<file path="src/rtl/logic_unit_arbiter.sv">
// rtl/logic_unit_arbiter.sv - two-requester arbiter in front of a shared combinational LogicUnit
//
// Purpose:
//   Accepts one operation at a time from requester 0 or requester 1, drives it
//   into the external LogicUnit for one cycle, captures the result and returns
//   it on the winning requester's response port. One transaction in flight.
//
// Optional feature macro: LU_ARB_ROUND_ROBIN_EN
//   defined   -> round-robin arbitration (pointer flips after each response)
//   undefined -> fixed priority, requester 0 wins ties
//
// Ports:
//   clk, rst                    clock, asynchronous active-high reset
//   req0_valid/req0_ready       requester 0 handshake
//   req0_A, req0_B, req0_S      requester 0 operands and logic-op select
//   req1_*                      same for requester 1
//   rsp0_valid/rsp0_ready       response 0 handshake
//   rsp0_data                   response 0 result
//   rsp1_*                      same for requester 1
//   lu_A, lu_B, lu_S            registered drive into the shared LogicUnit
//   lu_out                      LogicUnit output (combinational)
//   busy                        high while a transaction is in flight
module logic_unit_arbiter #(
  parameter int WIDTH = 32
) (
  input  logic             clk,
  input  logic             rst,
  input  logic             req0_valid,
  output logic             req0_ready,
  input  logic [WIDTH-1:0] req0_A,
  input  logic [WIDTH-1:0] req0_B,
  input  logic [1:0]       req0_S,
  input  logic             req1_valid,
  output logic             req1_ready,
  input  logic [WIDTH-1:0] req1_A,
  input  logic [WIDTH-1:0] req1_B,
  input  logic [1:0]       req1_S,
  output logic             rsp0_valid,
  input  logic             rsp0_ready,
  output logic [WIDTH-1:0] rsp0_data,
  output logic             rsp1_valid,
  input  logic             rsp1_ready,
  output logic [WIDTH-1:0] rsp1_data,
  output logic [WIDTH-1:0] lu_A,
  output logic [WIDTH-1:0] lu_B,
  output logic [1:0]       lu_S,
  input  logic [WIDTH-1:0] lu_out,
  output logic             busy
);

  typedef enum logic [1:0] {
    IDLE = 2'd0,
    EXEC = 2'd1,
    RESP = 2'd2
  } state_t;

  state_t state;
  logic   winId;     // requester owning the in-flight transaction
  logic   pickReq1;  // arbitration result while IDLE
  logic   accept;
  logic   rspDone;

`ifdef LU_ARB_ROUND_ROBIN_EN
  logic rrPtr;  // requester favoured when both are valid

  always_comb begin
    pickReq1 = 1'b0;
    if (req0_valid && req1_valid) begin
      pickReq1 = rrPtr;
    end else begin
      pickReq1 = !req0_valid;
    end
  end
`else
  always_comb begin
    pickReq1 = !req0_valid;
  end
`endif

  // Ready is gated by rst so nothing is offered while reset is held.
  assign req0_ready = !rst && (state == IDLE) && !pickReq1 && req0_valid;
  assign req1_ready = !rst && (state == IDLE) &&  pickReq1 && req1_valid;
  assign accept     = req0_ready || req1_ready;

  // Only the winner's port can be valid, so a ready on the other port is inert.
  assign rspDone = (rsp0_valid && rsp0_ready) || (rsp1_valid && rsp1_ready);

  always_ff @(posedge clk or posedge rst) begin
    if (rst) begin
      state      <= IDLE;
      winId      <= 1'b0;
      lu_A       <= '0;
      lu_B       <= '0;
      lu_S       <= '0;
      rsp0_valid <= 1'b0;
      rsp1_valid <= 1'b0;
      rsp0_data  <= '0;
      rsp1_data  <= '0;
      busy       <= 1'b0;
`ifdef LU_ARB_ROUND_ROBIN_EN
      rrPtr      <= 1'b0;
`endif
    end else begin
      case (state)
        IDLE: begin
          // Operands go straight into the LogicUnit drive registers; they
          // then hold until the next accept, so lu_* never follow req inputs.
          if (accept) begin
            winId <= pickReq1;
            lu_A  <= pickReq1 ? req1_A : req0_A;
            lu_B  <= pickReq1 ? req1_B : req0_B;
            lu_S  <= pickReq1 ? req1_S : req0_S;
            busy  <= 1'b1;
            state <= EXEC;
          end
        end
        EXEC: begin
          if (winId) begin
            rsp1_valid <= 1'b1;
            rsp1_data  <= lu_out;
          end else begin
            rsp0_valid <= 1'b1;
            rsp0_data  <= lu_out;
          end
          state <= RESP;
        end
        RESP: begin
          if (rspDone) begin
            rsp0_valid <= 1'b0;
            rsp1_valid <= 1'b0;
            rsp0_data  <= '0;
            rsp1_data  <= '0;
            busy       <= 1'b0;
            state      <= IDLE;
`ifdef LU_ARB_ROUND_ROBIN_EN
            rrPtr      <= ~winId;
`endif
          end
        end
        default: begin
          busy  <= 1'b0;
          state <= IDLE;
        end
      endcase
    end
  end

endmodule

</file>
<file path="config.mk">
export PLATFORM = sky130hd
export DESIGN_NAME = logic_unit_arbiter
export DESIGN_NICKNAME = d
export VERILOG_FILES = /design/src/rtl/logic_unit_arbiter.sv
export SDC_FILE = /design/constraint.sdc
export NUM_CORES = 1
export LEC_CHECK = 0
export ABC_AREA = 1
export ABC_CLOCK_PERIOD_IN_PS = 6900
export CAP_MARGIN = 0
export CORE_UTILIZATION = 24
export CTS_CLUSTER_SIZE = 10
export DETAILED_ROUTE_END_ITERATION = 6
export RECOVER_POWER = 100
export SYNTH_ARGS = -nofsm -noshare
export SYNTH_HDL_FRONTEND = slang
export SYNTH_SLANG_ARGS = --single-unit
export TNS_END_PERCENT = 5
</file>
<file path="constraint.sdc">
create_clock -name clk -period 6.9 [get_ports clk]
set_clock_uncertainty 0.15 [all_clocks]
set_input_delay 1.725 -clock clk [delete_from_list [all_inputs] [get_ports clk]]
set_output_delay 1.725 -clock clk [all_outputs]
set_load 0.05 [all_outputs]
</file>
==> flow_summary.toml, run 1 <==
[status]
status = "finished, violations left"
violations = "capacitance limit, slew limit"

[timing]
tns_ns = 0
tightest_slew_ns = 3.01
hold_violations = 0
fin_crit_sh = 0.813
max_slew_margin = -1.01
setup_viol = 0
holdWs_ns = 0.310
drv_slew = 135
rsz0062_at_grt = "no"
finalCriticalPeriod_ns = 5.61
fmax_mhz = 178

[floorplan]
start_util = 0.244
io_pins = 305
die_w_um = 161
num_rows = 58
dieArea_um2 = 26100
die_h_um = 161
coreArea_um2 = 25000

[synth]
yosys.area.top_type = "dfrtp_1"
synth_cell_types = 16
synth_area_per_cell_um2 = 7.91
synthTopCellsByArea = "dfrtp_1 56%, nand2_1 25%, nand3_1 5.5%, o21ai_1 4.9%, inv_1 2.3%"
yosys.area_share.simple = 0.310
synthAdderAreaFrac = 0
synth_top_area_share = 0.557
synth_nets = 942
yosys_warnings = 0
ys_seq_area_frac = 0.557
synth_top_family_by_area = "simple AND/OR/NAND/NOR gates"
synthMuxAreaShare = 0
synth-compound-area-share = 0.0562
netlist_area_um2 = 6100
synth_cells = 772
ys_seq_elements = 136
synthXorXnorAreaFrac = 0

[power]
power_density_nw_per_um2 = 489
ir_drop_mv = 0.230
p_leak_nw = 5.01

[cells_and_area]
syn2layout_area_growth_pct = 61.8
nets = 1222
layout-drive-gt1-share = 0.0404
diodes = 0
final_cells = 1394

[clocking]
cts-buffers-inserted = 17
htree_levels = 4
hold_buffers = 0
max-clock-path-buffers = 2
clk_latency_ns = 0.40
cts.sinks = 136
post-cts-setup-buffer-count = 0
root_buffer = "clkbuf_16"
cts_resized = 0
path_clk_slew_ns = 0.05
cts_tree = "done"

[setup_path]
critical_path.startpoint = "rst"
crit_fanout = 3
cp_slowest_stage_delay_ns = 0.89
reg2reg_slack_ns = 3.57
required_ns = 5.03
critPathKind = "input pin to output port"
r2r-end = "rsp1_data[24]$_DFFE_PP0P_"
crit_end = "req1_ready"
start_kind = "input pin"
path_common_cell = "dlygate4sd3_1"
r2r_start = "rsp0_valid$_DFFE_PP0P_"
end_kind = "output port"
crit_chain = "dlygate4sd3_1 > clkinvlp_2 > nand3_1 > nor2_1 > dlygate4sd3_1"
crit_arrival_ns = 3.74
ff2ff_path_depth = 6
crit_slowest_cell = "dlygate4sd3_1"

[drt]
vias = 5793
drcViolationCount = 0
drtIter0Drc = 304
wl_per_cell_um = 13.6
ant_nets = 0
dr.pass1.iters = 4
wirelength_um = 19000
vias_per_cell = 4.16

[worst_hold_path]
holdCritPathClass = "flop to flop"

[global_route]
grt_max_degree = 138
grt_overflow = 0
met1_usage = 0.176
antenna_found_initial = 0
grt_pass1_wl_um = 30000
top_usage_layer = "met2"
grt_usage = 0.148
grt_use_met2 = 0.248
grt_pass1_vias = 5546
met3_usage = 0.0575

[placement]
place_hpwl_um = 13300
place_inst = 1363
gp_congestion = 0.799
io_buffers = 304

[run]
cap_violations = 2
synthesized netlist by cell type:
library cell  count
a21oi_1           1
buf_1             1
buf_2            17
buf_4            16
buf_6             7
clkbuf_1          9
dfrtp_1         136
inv_1            38
nand2_1         409
nand2_2           1
nand3_1          67
nor2_1            3
nor2_2            1
o211ai_2          1
o21ai_0           5
o21ai_1          60
flip-flops by register name, summed over array words and instances (netlist names), 2 cells and up:
signal,count
rsp1_data,32
lu_A,32
lu_B,32
rsp0_data,32
state,2
lu_S,2
report_power, final:
group	switching (W)	total (W)	internal (W)
Clock	0.000361	0.000905	0.000544
Sequential	0.000180	0.00134	0.00116
Combinational	0.00185	0.00258	0.000735
layer usage:
| metal | up-vias | wire length (um) |
|---|---|---|
| met2 | 219 | 9080 |
| met1 | 2600 | 8030 |
| met5 | - | 0 |
| met4 | 0 | 160 |
| li1 | 2964 | - |
| met3 | 10 | 1750 |
area by class of cell:
type	count	area, um^2
fill	2617	15200
inverter	38	144
clock buffer	18	439
clock inverter	13	145
multi-input combinational	548	2240
sequential	136	3400
tap	330	413
timing repair buffer	311	3100
cells by family after synthesis:
logic type	Yosys count
compound gates	67
flops	136
buf+inv	88
simple gates	481
placed cells by master, fill, tap and decap left out:
master,count
clkdlybuf4s50_1,166
buf_4,4
bufinv_16,2
dlygate4sd3_1,137
inv_1,36
buf_2,1
nand2_2,3
clkbuf_8,1
buf_12,1
nand3_1,67
clkbuf_16,17
clkinvlp_4,2
o211ai_1,1
a21oi_1,1
clkinv_2,3
clkbuf_1,2
clkinvlp_2,1
clkinv_4,3
nor2_1,3
o21ai_0,65
nand2_1,407
nor2_2,1
inv_2,1
inv_8,1
inv_6,2
dfrtp_1,136
worst max-delay path: cells and delay by family:
kind,cells,cell delay (ns)
buffers and inverters,3,1.72
AND/OR/NAND/NOR,2,0.29
how the worst min path moves through the flow:
| stage | start | to | cells after the start |
|---|---|---|---|
| 4_1_cts | lu_B[26]$_DFFE_PP0P_ | lu_B[26]$_DFFE_PP0P_ | 2 |
| 3_3_place_gp | lu_A[19]$_DFFE_PP0P_ | lu_A[19]$_DFFE_PP0P_ | 2 |
| 2_1_floorplan | state[1]$_DFFE_PP0P_ | state[1]$_DFFE_PP0P_ | 1 |
| 3_5_place_dp | lu_B[26]$_DFFE_PP0P_ | lu_B[26]$_DFFE_PP0P_ | 2 |
| 6_report | lu_B[26]$_DFFE_PP0P_ | lu_B[26]$_DFFE_PP0P_ | 2 |
| 5_1_grt | lu_A[25]$_DFFE_PP0P_ | lu_A[25]$_DFFE_PP0P_ | 2 |
through the flow:
step	setup WS, ns	power [W]	util	cell area (um^2)
3_5_place_dp	1.40	0.00413	0.372	9320
5_1_grt	0.786	0.00511	0.395	9880
2_1_floorplan	0.489	0.00314	-	6110
3_3_place_gp	1.44	0.00411	0.372	9320
4_1_cts	1.39	0.00506	0.396	9900
6_report	1.29	0.00483	0.395	9880
(Power assumes the default switching activity.)
==> inputs of run 2 (changes only) <==
--- a/config.mk
+++ b/config.mk
@@ -6,7 +6,7 @@
 export NUM_CORES = 1
 export LEC_CHECK = 0
 export ABC_AREA = 1
-export ABC_CLOCK_PERIOD_IN_PS = 6900
+export ABC_CLOCK_PERIOD_IN_PS = 4850
 export CAP_MARGIN = 0
 export CORE_UTILIZATION = 24
 export CTS_CLUSTER_SIZE = 10
==> constraint.sdc (replaced) <==
create_clock -name clk -period 4.85 [get_ports clk]
set_clock_uncertainty 0.15 [all_clocks]
set_input_delay 1.2125 -clock clk [delete_from_list [all_inputs] [get_ports clk]]
set_output_delay 1.2125 -clock clk [all_outputs]
set_load 0.05 [all_outputs]
==> run 2 against run 1 <==
Clock-buffer cell count is the same. Die area is the same. Non-clock buffer count grew 2. Largest cell class unchanged. Via count grew 0.91%. Final cell count grew 0.22%. First-iteration DRC count grew 12%. Sequential power grew 43%. The run still ends with capacitance limit, slew limit left. Setup slack lost 0.61 ns.
==> flow_summary.toml, run 2 (synthesized netlist as in run 1, its figures left out) <==
[placement]
place_hpwl_um = 13500
gp_congestion = 0.779
io_buffers = 304

[timing]
hold_violations = 0
max_slew_margin = -0.121
rsz0062_at_grt = "no"
tns_ns = 0
setup_viol = 0
finalCriticalPeriod_ns = 4.17
fmax_mhz = 240
fin_crit_sh = 0.860
tightest_slew_ns = 1.68
drv_slew = 53

[power]
power_density_nw_per_um2 = 696
ir_drop_mv = 0.296
p_total_w = 0.00688
p_leak_nw = 5.01

[setup_path]
start_kind = "input pin"
crit_arrival_ns = 2.81
end_kind = "output port"
critPathKind = "input pin to output port"
required_ns = 3.49
crit_fanout = 4

[floorplan]
die_h_um = 161
die_w_um = 161
dieArea_um2 = 26100
start_util = 0.244
io_pins = 305
coreArea_um2 = 25000
num_rows = 58

[clocking]
root_buffer = "clkbuf_16"
clk_latency_ns = 0.41
cts_tree = "done"
post-cts-setup-buffer-count = 0
max-clock-path-buffers = 2
cts_resized = 0
htree_levels = 4
cts.sinks = 136
hold_buffers = 0
path_clk_slew_ns = 0.06
cts-buffers-inserted = 17

[drt]
drtIter0Drc = 339
wl_per_cell_um = 13.5
vias_per_cell = 4.18
wirelength_um = 18900
vias = 5846
drcViolationCount = 0
ant_nets = 0
dr.pass1.iters = 4

[cells_and_area]
nFillCells = 2609
syn2layout_area_growth_pct = 62.0
diodes = 0
final_common_cell = "nand2_1"
layout_common_cells = "407 x nand2_1, 166 x clkdlybuf4s50_1, 136 x dfrtp_1, 135 x dlygate4sd3_1, 67 x nand3_1"
layout-drive-gt1-share = 0.0450
utilization = 0.395
nets = 1224

[status]
violations = "capacitance limit, slew limit"
status = "finished, violations left"

[global_route]
grt_usage = 0.147
grt_max_degree = 79
antenna_found_initial = 1
grt_pass1_vias = 5523
grt_pass1_wl_um = 29800
grt_overflow = 0

[worst_hold_path]
holdCritPathClass = "flop to flop"

[run]
cap_violations = 1
run 2: cell count changes in the layout (fill, tap and decap cells not counted), moves of 2 or more:
| cell | before | now |
|---|---|---|
| inv_6 | 2 | 5 |
| clkbuf_1 | 2 | 4 |
| clkinv_2 | 3 | 1 |
| dlygate4sd3_1 | 137 | 135 |
| buf_4 | 4 | 7 |
run 2: worst paths after layout:
| check | endpoint | depth (start not counted) | slack, ns | startpoint |
|---|---|---|---|---|
| worst max-delay path | req1_ready | 5 | 0.68 | rst |
| worst min-delay path | lu_A[13]$_DFFE_PP0P_ | 2 | 0.31 | lu_A[13]$_DFFE_PP0P_ |
| worst max register to register | rsp0_data[3]$_DFFE_PP0P_ | 6 | 2.02 | rsp0_valid$_DFFE_PP0P_ |
| worst min register to register | lu_A[13]$_DFFE_PP0P_ | 2 | 0.31 | lu_A[13]$_DFFE_PP0P_ |
| max in group asynchronous | lu_A[13]$_DFFE_PP0P_ | 4 | 1.44 | rst |
| min in group asynchronous | rsp1_data[2]$_DFFE_PP0P_ | 3 | 1.59 | rst |
run 2: critical path, stage by stage:
cell and delay, ns:
dlygate4sd3_1 0.62, clkinvlp_2 0.21, nand3_1 0.17, nor2_2 0.11, clkbuf_1 0.47
run 2: routing by layer:
metal,track usage,vias up,part of all wire
met4,0.0493,2,0.014
met1,0.182,2623,0.44
met3,0.0516,16,0.091
li1,-,2965,-
met2,0.236,240,0.45
met5,0,-,0.00053
run 2: metrics by stage:
stage | std cells | hold WS [ns] | worst slack, ns | cell area, um^2
finish | 1397 | 0.312 | 0.680 | 9890
global route | 1397 | 0.335 | 0.554 | 9890
CTS | 1397 | 0.323 | 0.963 | 9930
detailed placement | 1365 | 0.307 | 0.951 | 9340
global placement | 1365 | 0.303 | 0.956 | 9340
floorplan | 772 | 0.359 | -0.445 | 6110
run 2: cell type report:
class                      count  area, um^2  share of cell area
clock buffer                  18         429              0.0434
clock inverter                14         161              0.0163
inverter                      38         144              0.0145
multi-input combinational    548        2250               0.228
sequential                   136        3400               0.344
tap                          330         413              0.0417
timing repair buffer         313        3090               0.312
run 2: where the power goes:
| part | leakage (nW) | internal (W) | total [W] | switching (W) |
|---|---|---|---|---|
| Clock | 0.284 | 0.000771 | 0.00131 | 0.000540 |
| Combinational | 3.01 | 0.00104 | 0.00366 | 0.00262 |
| Sequential | 1.72 | 0.00165 | 0.00191 | 0.000263 |
| Total | 5.01 | 0.00346 | 0.00688 | 0.00342 |
